**src/rtl/inst_rom_arbiter.sv**
```systemverilog
// Two-port arbiter for the shared combinational instruction ROM: IF fetch has
// priority, DBG reads are forced through after MAX_WAIT contested losses.
module inst_rom_arbiter #(
  parameter int unsigned ADDR_W   = 32,
  parameter int unsigned DATA_W   = 32,
  parameter int unsigned MAX_WAIT = 4
) (
  input  logic              clk,
  input  logic              rst,
  input  logic              if_req,
  input  logic [ADDR_W-1:0] if_addr,
  output logic              if_gnt,
  output logic              if_stall,
  output logic              if_rvalid,
  output logic [DATA_W-1:0] if_rdata,
  input  logic              dbg_req,
  input  logic [ADDR_W-1:0] dbg_addr,
  output logic              dbg_gnt,
  output logic              dbg_rvalid,
  output logic [DATA_W-1:0] dbg_rdata,
  output logic              rom_ce,
  output logic [ADDR_W-1:0] rom_addr,
  input  logic [DATA_W-1:0] rom_inst
);

  localparam int unsigned     CNT_W   = $clog2(MAX_WAIT + 1);
  localparam logic [CNT_W-1:0] CNT_MAX = CNT_W'(MAX_WAIT);

  typedef enum logic [1:0] {
    ST_IDLE     = 2'd0,
    ST_RESP_IF  = 2'd1,
    ST_RESP_DBG = 2'd2
  } state_t;

  state_t             r_state;
  state_t             w_state_nxt;
  logic [CNT_W-1:0]   r_wait_cnt;
  logic [CNT_W-1:0]   w_wait_cnt_nxt;
  logic               w_if_gnt;
  logic               w_dbg_gnt;
  logic [ADDR_W-1:0]  w_rom_addr;
  logic [DATA_W-1:0]  r_if_rdata;
  logic [DATA_W-1:0]  r_dbg_rdata;

  // Grant selection; the starved DBG port wins once its counter saturates.
  always_comb begin
    w_if_gnt  = 1'b0;
    w_dbg_gnt = 1'b0;
    if (if_req && dbg_req) begin
      if (r_wait_cnt == CNT_MAX) begin
        w_dbg_gnt = 1'b1;
      end else begin
        w_if_gnt = 1'b1;
      end
    end else if (if_req) begin
      w_if_gnt = 1'b1;
    end else if (dbg_req) begin
      w_dbg_gnt = 1'b1;
    end else begin
      w_if_gnt  = 1'b0;
      w_dbg_gnt = 1'b0;
    end
  end

  // Starvation counter and response-state next values.
  always_comb begin
    w_wait_cnt_nxt = r_wait_cnt;
    w_state_nxt    = ST_IDLE;
    if (!dbg_req || w_dbg_gnt) begin
      w_wait_cnt_nxt = {CNT_W{1'b0}};
    end else if (r_wait_cnt != CNT_MAX) begin
      w_wait_cnt_nxt = r_wait_cnt + CNT_W'(1);
    end else begin
      w_wait_cnt_nxt = r_wait_cnt;
    end
    case ({w_if_gnt, w_dbg_gnt})
      2'b10:   w_state_nxt = ST_RESP_IF;
      2'b01:   w_state_nxt = ST_RESP_DBG;
      default: w_state_nxt = ST_IDLE;
    endcase
  end

  // ROM address mux; zero when nobody is granted.
  always_comb begin
    w_rom_addr = {ADDR_W{1'b0}};
    if (w_if_gnt) begin
      w_rom_addr = if_addr;
    end else if (w_dbg_gnt) begin
      w_rom_addr = dbg_addr;
    end else begin
      w_rom_addr = {ADDR_W{1'b0}};
    end
  end

  // State, counter and per-port read data registers.
  always_ff @(posedge clk or negedge rst) begin
    if (!rst) begin
      r_state     <= ST_IDLE;
      r_wait_cnt  <= {CNT_W{1'b0}};
      r_if_rdata  <= {DATA_W{1'b0}};
      r_dbg_rdata <= {DATA_W{1'b0}};
    end else begin
      r_state    <= w_state_nxt;
      r_wait_cnt <= w_wait_cnt_nxt;
      if (w_if_gnt) begin
        r_if_rdata <= rom_inst;
      end
      if (w_dbg_gnt) begin
        r_dbg_rdata <= rom_inst;
      end
    end
  end

  // Combinational handshake outputs are forced low while reset is held.
  assign if_gnt     = w_if_gnt & rst;
  assign dbg_gnt    = w_dbg_gnt & rst;
  assign if_stall   = if_req & rst & ~w_if_gnt;
  assign rom_ce     = (w_if_gnt | w_dbg_gnt) & rst;
  assign rom_addr   = rst ? w_rom_addr : {ADDR_W{1'b0}};
  assign if_rvalid  = (r_state == ST_RESP_IF);
  assign dbg_rvalid = (r_state == ST_RESP_DBG);
  assign if_rdata   = r_if_rdata;
  assign dbg_rdata  = r_dbg_rdata;

endmodule

```
**config.mk**
```make
export PLATFORM = sky130hd
export DESIGN_NAME = inst_rom_arbiter
export DESIGN_NICKNAME = d
export VERILOG_FILES = /design/src/rtl/inst_rom_arbiter.sv
export SDC_FILE = /design/constraint.sdc
export NUM_CORES = 1
export LEC_CHECK = 0
export CORE_UTILIZATION = 30
export CTS_CLUSTER_DIAMETER = 40
export DETAILED_ROUTE_END_ITERATION = 6
export PLACE_DENSITY = 0.66
export RECOVER_POWER = 50
export SYNTH_ARGS = -nofsm -noshare
export SYNTH_HDL_FRONTEND = slang
export SYNTH_SLANG_ARGS = --single-unit
```
**constraint.sdc**
```tcl
create_clock -name clk -period 2.1 [get_ports clk]
set_input_delay 0.315 -clock clk [delete_from_list [all_inputs] [get_ports clk]]
set_output_delay 0.315 -clock clk [all_outputs]
set_load 0.05 [all_outputs]
```
### Word level (Yosys, flattened, before mapping)

Index checks and enable logic that the tools add are counted.

| word-level totals | value |
|---|---|
| ROM bits | 0 |
| memories | 0 |
| bits in registers | 69 |
| bits in latches | 0 |
| bits in writable memories | 0 |
| output and inout port bits | 102 |
| bits of input ports | 100 |

| cells by class | value |
|---|---|
| equality and inequality tests | 6 |
| shifts and indexed selects | 0 |
| multiply operators | 0 |
| add/sub/neg operators | 1 |
| bitwise gates (word level) | 7 |
| reduce and logical (&&, ||, !) cells | 4 |
| muxes and demuxes | 13 |
| divide/modulo/power cells | 0 |
| magnitude comparators | 0 |

Operator list:

| kind | count |
|---|---|
| $mux 32 | 3 |
| $mux 1 | 7 |
| $mux 3 | 2 |
| $and 1x1->1 | 5 |
| $eq 2x1->1 const B | 2 |
| $eq 2x2->1 const B | 2 |
| $pmux 2 s2 | 1 |
| $add 3x1->3 const B | 1 |
| $eq 3x3->1 const B | 1 |
| $ne 3x3->1 const B | 1 |
| $reduce_bool 2->1 | 1 |
| $logic_and 1x1->1 | 1 |
| $logic_not 1->1 | 1 |
| $logic_or 1x1->1 | 1 |
| $not 1->1 | 1 |
| $or 1x1->1 | 1 |

### Depth between registers and ports, before layout

Gate-level depths: netlist of the first run.

| logic depth | value |
|---|---|
| depth in word-level cells | 6 |
| gate-level depth with buffers | 7 |

### Worst setup path after synthesis of the first run

Ideal clock, no wire load.

| timing | value |
|---|---|
| path type | register to output |
| from | register r_wait_cnt[0] |
| to | output port if_stall |
| cell stages (with the launch flop) | 8 |
| arrival time | 2216 ps |
| data required time | 1785 ps |
| path slack | -431 ps |
| path through | dfrtp_1 -> inv_1 -> ha_1 -> a21boi_4 -> nand2b_1 -> buf_6 -> buf_12 -> nor3_1 |

| on the way | value |
|---|---|
| cells in the longest elaborated chain, start to end | 5 |

Ends and longest elaborated chain:

| item | line | RTL |
|---|---|---|
| from (decl) | 37 | `logic [CNT_W-1:0] r_wait_cnt;` |
| from (signal assigned) | 99 | `r_wait_cnt <= {CNT_W{1'b0}};` |
| from (signal assigned) | 104 | `r_wait_cnt <= w_wait_cnt_nxt;` |
| $eq 3x3->1 | 50 | `if (r_wait_cnt == CNT_MAX) begin` |
| $mux 1 | 50 |  |
| $mux 1 | 49 | `if (if_req && dbg_req) begin` |
| $not 1->1 | 117 | `assign if_stall = if_req & rst & ~w_if_gnt;` |
| $and 1x1->1 | 117 |  |
| to (decl) | 13 | `output logic if_stall,` |

Every way passes these cells.

### Worst setup path in the final report of the first run

| timing | value |
|---|---|
| from | register r_wait_cnt[0] |
| to | output port rom_addr[19] |

| on the way | value |
|---|---|
| cells in the longest elaborated chain, start to end | 6 |

Ends and longest elaborated chain:

| item | line | RTL |
|---|---|---|
| $eq 3x3->1 * | 50 |  |
| $mux 1 | 50 |  |
| $mux 1 | 49 |  |
| $mux 32 | 88 | `end else if (w_dbg_gnt) begin` |
| $mux 32 * | 86 | `if (w_if_gnt) begin` |
| $mux 32 * | 119 | `assign rom_addr = rst ? w_rom_addr : {ADDR_W{1'b0}};` |
| to (decl) | 22 | `output logic [ADDR_W-1:0] rom_addr,` |

Every way passes the cells marked *; elsewhere a longest branch is shown, timed or not.

==> reports/metrics.cfg, run 1 <==
[run_status]
status=complete, but fails checks
failed_checks=capacitance limit, slew limit, setup timing

[routing]
drc=0
routed_wl_um=10900
viasPerCell=4.58
drt_iter0_markers=108
routed-via-count=2603
first_pass_iters=4
ant_nets=0
post_drt_wl_per_cell_um=19.1

[grt]
grt_pass1_vias=2830
antenna_found_initial=1
track_usage=0.203
grt_max_degree=70
overflow=0
grt_pass1_wl_um=16600

[die]
die_w_um=105
start_util=0.307
pin_count=202
die_y_um=105
dieArea_um2=10900
core_um2=10300
placementRows=37

[clocking]
cts.sinks=69
numCtsBuffers=9
clk_pin_slew_ns=0.08
cts_hold_buf=0
tritoncts=yes
h-tree-depth=3
clkLatencyLatePin_ns=0.35
cts.path.max_buffers=2
clock-root-buffer=clkbuf_8

[sta]
min_period_over_period=1.06
fin_worst_skew_ns=0.0110
finalSetupViolCount=32
hold_viol_final=0
period_needed_ns=2.24
hold_ws_ns=0.505
slew_viol_final=70
fmax_mhz=447
rsz0062_at_grt=true
tightestPinTransition_ns=1.74
finalWorstSetupSlack_ns=-0.135
slew_headroom=-0.158
tns_ns=-2.77

[hold_path]
hold_class=input port to async pin

[pwr]
p_int_uw=3050
leakage_uw=0.00276
power.density_nw_per_um2=748
power.switching_uw=1670
p_comb_frac=0.401
p_seq_frac=0.334
power_uw=4710
switching_share=0.354
vdd_drop_max_mv=0.401
clock_power_share=0.265

[synthesis]
syn_inst=208
synth-seq-cells=69
seq_area_frac_synth=0.548
synth_area_per_cell_um2=15.2
synth_fp_nets=310
synth_cell_types=22
syn_area_um2=3150
ys_warn_count=0

[placed_design]
dp.cells=545
port_buffers=201
post_dp_cell_area_um2=5740
dp_hpwl_um=8200
finalWeightedCongestion=0.755

[job]
maxCapViolations=1

[finish]
layout-drive-gt1-share=0.406
layout.nets=528
final_cells=568
final_design_area_no_fill_um2=6300
area_delta_synth_final_pct=99.9

[worst_setup_path]
crit_type=register to output port
end_kind=output port
cp-start-kind=register
cp.required_ns=1.78
worst_ep_arrival_time_ns=1.92
worstPathMaxFanout=8

==> power groups by stage <==
stage,Combinational [uW],Clock (uW),Sequential (uW)
after detailed placement,1830,0,1600
after global routing,1960,1340,1590
after floorplan,471,0,2140
after global placement,1810,0,1590
final,1890,1250,1570
after CTS,1870,1290,1570
==> layer usage <==
metal  share of wire  up-vias  wire (um)  global-route usage
met2            0.55      127       5950               0.378
met3           0.070       20        759              0.0620
li1                -     1187          -                   -
met1            0.35     1269       3790               0.205
met4           0.034        0        367              0.0949
met5               0        -          0                   0
==> kinds of logic after synthesis <==
group                      Yosys count  share of synthesized area
muxes                               65                      0.265
buffers and inverters               21                     0.0524
and+or+nand+nor                     16                     0.0278
adders and majority gates            2                    0.00794
AOI/OAI and AO/OA                   35                     0.0992
DFF                                 69                      0.548
==> sequential cells by signal, summed over array words and instances, names as in the netlist <==
signal      flops
dbg_rdata      32
if_rdata       32
r_state         2
r_wait_cnt      3
==> worst max-delay path: stages (launching register included) <==
cell and delay, ns:
dfrtp_1 0.40, inv_2 0.07, ha_4 0.16, and3_4 0.21, nor3_4 0.04, buf_6 0.13, clkbuf_16 0.16, a22o_4 0.25
buf_12 0.14
==> stage by stage <==
step                 util  worst slack (ns)
floorplan               -           0.00671
global placement    0.559            0.0684
detailed placement  0.559            0.0280
CTS                 0.596            -0.195
global route        0.613            -0.220
finish              0.613            -0.135
==> final cells by class <==
| cell class | count | area, um^2 |
|---|---|---|
| fill | 793 | 3980 |
| timing repair buffer | 220 | 2580 |
| sequential | 69 | 1730 |
| multi-input combinational | 118 | 1560 |
| tap | 136 | 170 |
| clock buffer | 10 | 138 |
| clock inverter | 6 | 93.8 |
| inverter | 8 | 30.0 |
| antenna | 1 | 2.50 |
==> synth_stat cells <==
| cell | n | area (um^2) |
|---|---|---|
| dfrtp_1 | 69 | 1730 |
| mux2_2 | 36 | 405 |
| a22o_1 | 31 | 272 |
| mux2_4 | 28 | 420 |
| inv_1 | 8 | 30.0 |
| buf_2 | 6 | 30.0 |
| buf_6 | 4 | 45.0 |
| nor2_1 | 4 | 15.0 |
| buf_12 | 3 | 60.1 |
| nand2_1 | 3 | 11.3 |
| ha_1 | 2 | 25.0 |
| nor2b_1 | 2 | 12.5 |
| nor3_1 | 2 | 10.0 |
| nor3_2 | 2 | 20.0 |
| a21boi_4 | 1 | 18.8 |
| a21oi_1 | 1 | 5.00 |
| and3_2 | 1 | 7.51 |
| mux2i_1 | 1 | 10.0 |
| nand2b_1 | 1 | 6.26 |
| nand3_1 | 1 | 5.00 |
| o21ai_2 | 1 | 8.76 |
| o22a_1 | 1 | 8.76 |
==> path summary, 6_finish.rpt <==
check | startpoint | endpoint | slack [ns] | depth (start not counted)
worst max-delay path | r_wait_cnt[0]$_DFFE_PN0P_ | rom_addr[19] | -0.14 | 8
worst min-delay path | rst | dbg_rdata[30]$_DFFE_PN0P_ | 0.51 | 2
worst max register to register | r_wait_cnt[0]$_DFFE_PN0P_ | dbg_rdata[0]$_DFFE_PN0P_ | 0.37 | 6
worst min register to register | if_rdata[28]$_DFFE_PN0P_ | if_rdata[28]$_DFFE_PN0P_ | 0.51 | 1
max in group asynchronous | rst | dbg_rdata[2]$_DFFE_PN0P_ | 0.53 | 2
min in group clk | if_rdata[28]$_DFFE_PN0P_ | if_rdata[28]$_DFFE_PN0P_ | 0.51 | 1
==> placed cells by master, fill, tap and decap left out, types with 3 or more instances in the layout <==
cell type / count
a22o_4: 29
nor2_1: 4
mux2_4: 28
dfrtp_1: 69
nand2_1: 3
buf_4: 11
clkdlybuf4s50_1: 164
inv_1: 6
clkbuf_8: 10
buf_12: 40
mux2_2: 36
==> timing repair <==
item,in CTS,in global routing
setup buffers,5,0
resized for setup,16,21
endpoints found under the setup margin,34,33
pin swaps,9,17
hold endpoints to repair,0,0
gates cloned,1,1
(Power assumes the default switching activity.)
==> run 2, diff against run 1 <==
- CORE_MARGIN: unset -> 2
==> run 2 against run 1 <==
The flow still finishes with violations (capacitance limit, slew limit, setup timing). Sequential power barely moved. Combinational power barely moved. Sequential share of layout area rose by 0.24 points. First-iteration DRC count fell by 41%. Critical path type unchanged.
==> reports/metrics.cfg, run 2 (synthesis results as in run 1) <==
[sta]
tightestPinTransition_ns=1.68  ; -0.0568 ns
finalSetupViolCount=34  ; +6.3%
tns_ns=-4.00  ; -1.24 ns
period_needed_ns=2.25  ; +0.0106 ns
slew_viol_final=70  ; unchanged
finalWorstSetupSlack_ns=-0.146  ; -0.0106 ns
slew_headroom=-0.120  ; +0.0379
rsz0062_at_grt=true
fin_worst_skew_ns=0.00981  ; -0.00118 ns
min_period_over_period=1.07  ; +0.00503
hold_viol_final=0  ; unchanged
hold_ws_ns=0.487  ; -0.0186 ns
fmax_mhz=445  ; -0.47%

[finish]
layout-drive-gt1-share=0.375  ; -0.0307
area_delta_synth_final_pct=98.1
mostFrequentLayoutCell=clkdlybuf4s50_1
n_antenna_cell=0  ; -1
final_cells=573  ; +0.88%
final_cell_mix=164 x clkdlybuf4s50_1, 69 x dfrtp_1, 42 x buf_12
fillers=842  ; +6.2%
utilization=0.608  ; -0.00536
layout.nets=534  ; +1.1%

[die]
core_um2=10300  ; unchanged
die_w_um=107  ; +1.9%
die_y_um=107  ; +1.9%
pin_count=202  ; unchanged
placementRows=37  ; unchanged
dieArea_um2=11300  ; +3.9%
start_util=0.307  ; unchanged

[hold_path]
hold_class=input port to async pin

[placed_design]
port_buffers=201  ; unchanged
finalWeightedCongestion=0.847  ; +12%
dp_hpwl_um=7460  ; -9.0%
dp.cells=545  ; unchanged
place_ws_ns=-0.00452  ; -0.0325 ns

[worst_setup_path]
reg2reg_to=dbg_rdata[2]$_DFFE_PN0P_
end_kind=output port
worstPathMaxFanout=10  ; +2
cp.required_ns=1.78  ; about the same
rr_worst_depth=7  ; +1
r2r_slack_ns=0.29  ; -0.08 ns
crit_type=register to output port
timing.rr.start=r_wait_cnt[0]$_DFFE_PN0P_
cp-start-kind=register
worst_ep_arrival_time_ns=1.93  ; about the same

[routing]
routed_wl_um=10200  ; -6.4%
routed-via-count=2621  ; +0.69%
ant_nets=0  ; unchanged
drt_iter0_markers=64  ; -41%
viasPerCell=4.57  ; -0.19%
drc=0  ; unchanged
post_drt_wl_per_cell_um=17.7  ; -7.2%
first_pass_iters=4  ; unchanged

[grt]
track_usage=0.182  ; -0.0218
grt_max_degree=70  ; unchanged
antenna_found_initial=0  ; -1
grt_pass1_wl_um=15800  ; -4.7%
grt_pass1_vias=2839  ; +0.32%
overflow=0  ; unchanged

[clocking]
clock-root-buffer=clkbuf_8
cts.path.max_buffers=2  ; unchanged
cts.sinks=69  ; unchanged
tritoncts=yes
h-tree-depth=3  ; unchanged
clk_pin_slew_ns=0.08  ; about the same
clkLatencyLatePin_ns=0.34  ; about the same
numCtsBuffers=9  ; unchanged

[job]
maxCapViolations=1  ; unchanged

[run_status]
status=complete, but fails checks
failed_checks=capacitance limit, slew limit, setup timing

[pwr]
power.density_nw_per_um2=752  ; +0.51%
vdd_drop_max_mv=0.388  ; -3.2%
leakage_uw=0.00272  ; -1.4%

run 2: cell types whose count changed in the layout (fill, tap and decap cells not counted), moves of 2 or more:
| cell | previous run | this run |
|---|---|---|
| a22o_1 | 2 | 18 |
| a22o_4 | 29 | 13 |
| buf_6 | 2 | 8 |
| buf_12 | 40 | 42 |
| buf_4 | 11 | 9 |
| inv_1 | 6 | 8 |
| inv_2 | 2 | 0 |
run 2: final cells by class:
class                   instances  area, um^2  share of cell area
clock inverters                 6        93.8              0.0150
clock buffers                  10         138              0.0220
flip-flops and latches         69        1730               0.276
well taps                     136         170              0.0272
inverters                       8        30.0             0.00481
multi-input cells             118        1410               0.226
repair buffers                226        2680               0.429
run 2: worst max path at each step:
stage / to / slack, ns / from / depth (start not counted)
after detailed placement: rom_addr[15] / -0.005 / if_req / 6
after global placement: rom_addr[18] / 0.06 / dbg_req / 6
after global routing: rom_addr[13] / -0.26 / r_wait_cnt[0]$_DFFE_PN0P_ / 8
final: rom_addr[10] / -0.15 / r_wait_cnt[0]$_DFFE_PN0P_ / 8
after CTS: rom_addr[7] / -0.19 / r_wait_cnt[0]$_DFFE_PN0P_ / 8
after floorplan: if_stall / 0.007 / r_wait_cnt[0]$_DFFE_PN0P_ / 7
run 2: per-layer routing:
metal	share of wire	vias up	GRT usage
li1	-	1204	-
met3	0.052	13	0.0503
met1	0.39	1315	0.211
met2	0.54	89	0.326
met4	0.018	0	0.0510
met5	0	-	0
run 2: timing repair:
| action | 4_1_cts | 5_1_grt |
|---|---|---|
| hold buffers | 0 | 0 |
| pin swaps | 6 | 3 |
| resized for setup | 20 | 7 |
| endpoints found under the setup margin | 34 | 35 |
| setup buffers | 5 | 5 |
| gates cloned | 1 | 1 |
| hold endpoints to repair | 0 | 0 |
run 2: power breakdown:
part	internal [uW]	switching [uW]
sequential	1490	84.5
combinational	848	1030
clock	710	541
total	3040	1650
run 2: through the flow:
step / cell area (um^2) / total power, uW
after floorplan: 3170 / 2610
after global placement: 5770 / 3400
after detailed placement: 5770 / 3420
after CTS: 6190 / 4750
after global routing: 6250 / 4890
final: 6250 / 4700
run 2: critical path, stage by stage, from the launching register on:
cell,delay (ns)
dfrtp_1,0.38
inv_1,0.06
ha_2,0.19
and3_4,0.20
nor3_4,0.05
buf_6,0.14
buf_16,0.14
a22o_4,0.27
buf_12,0.15
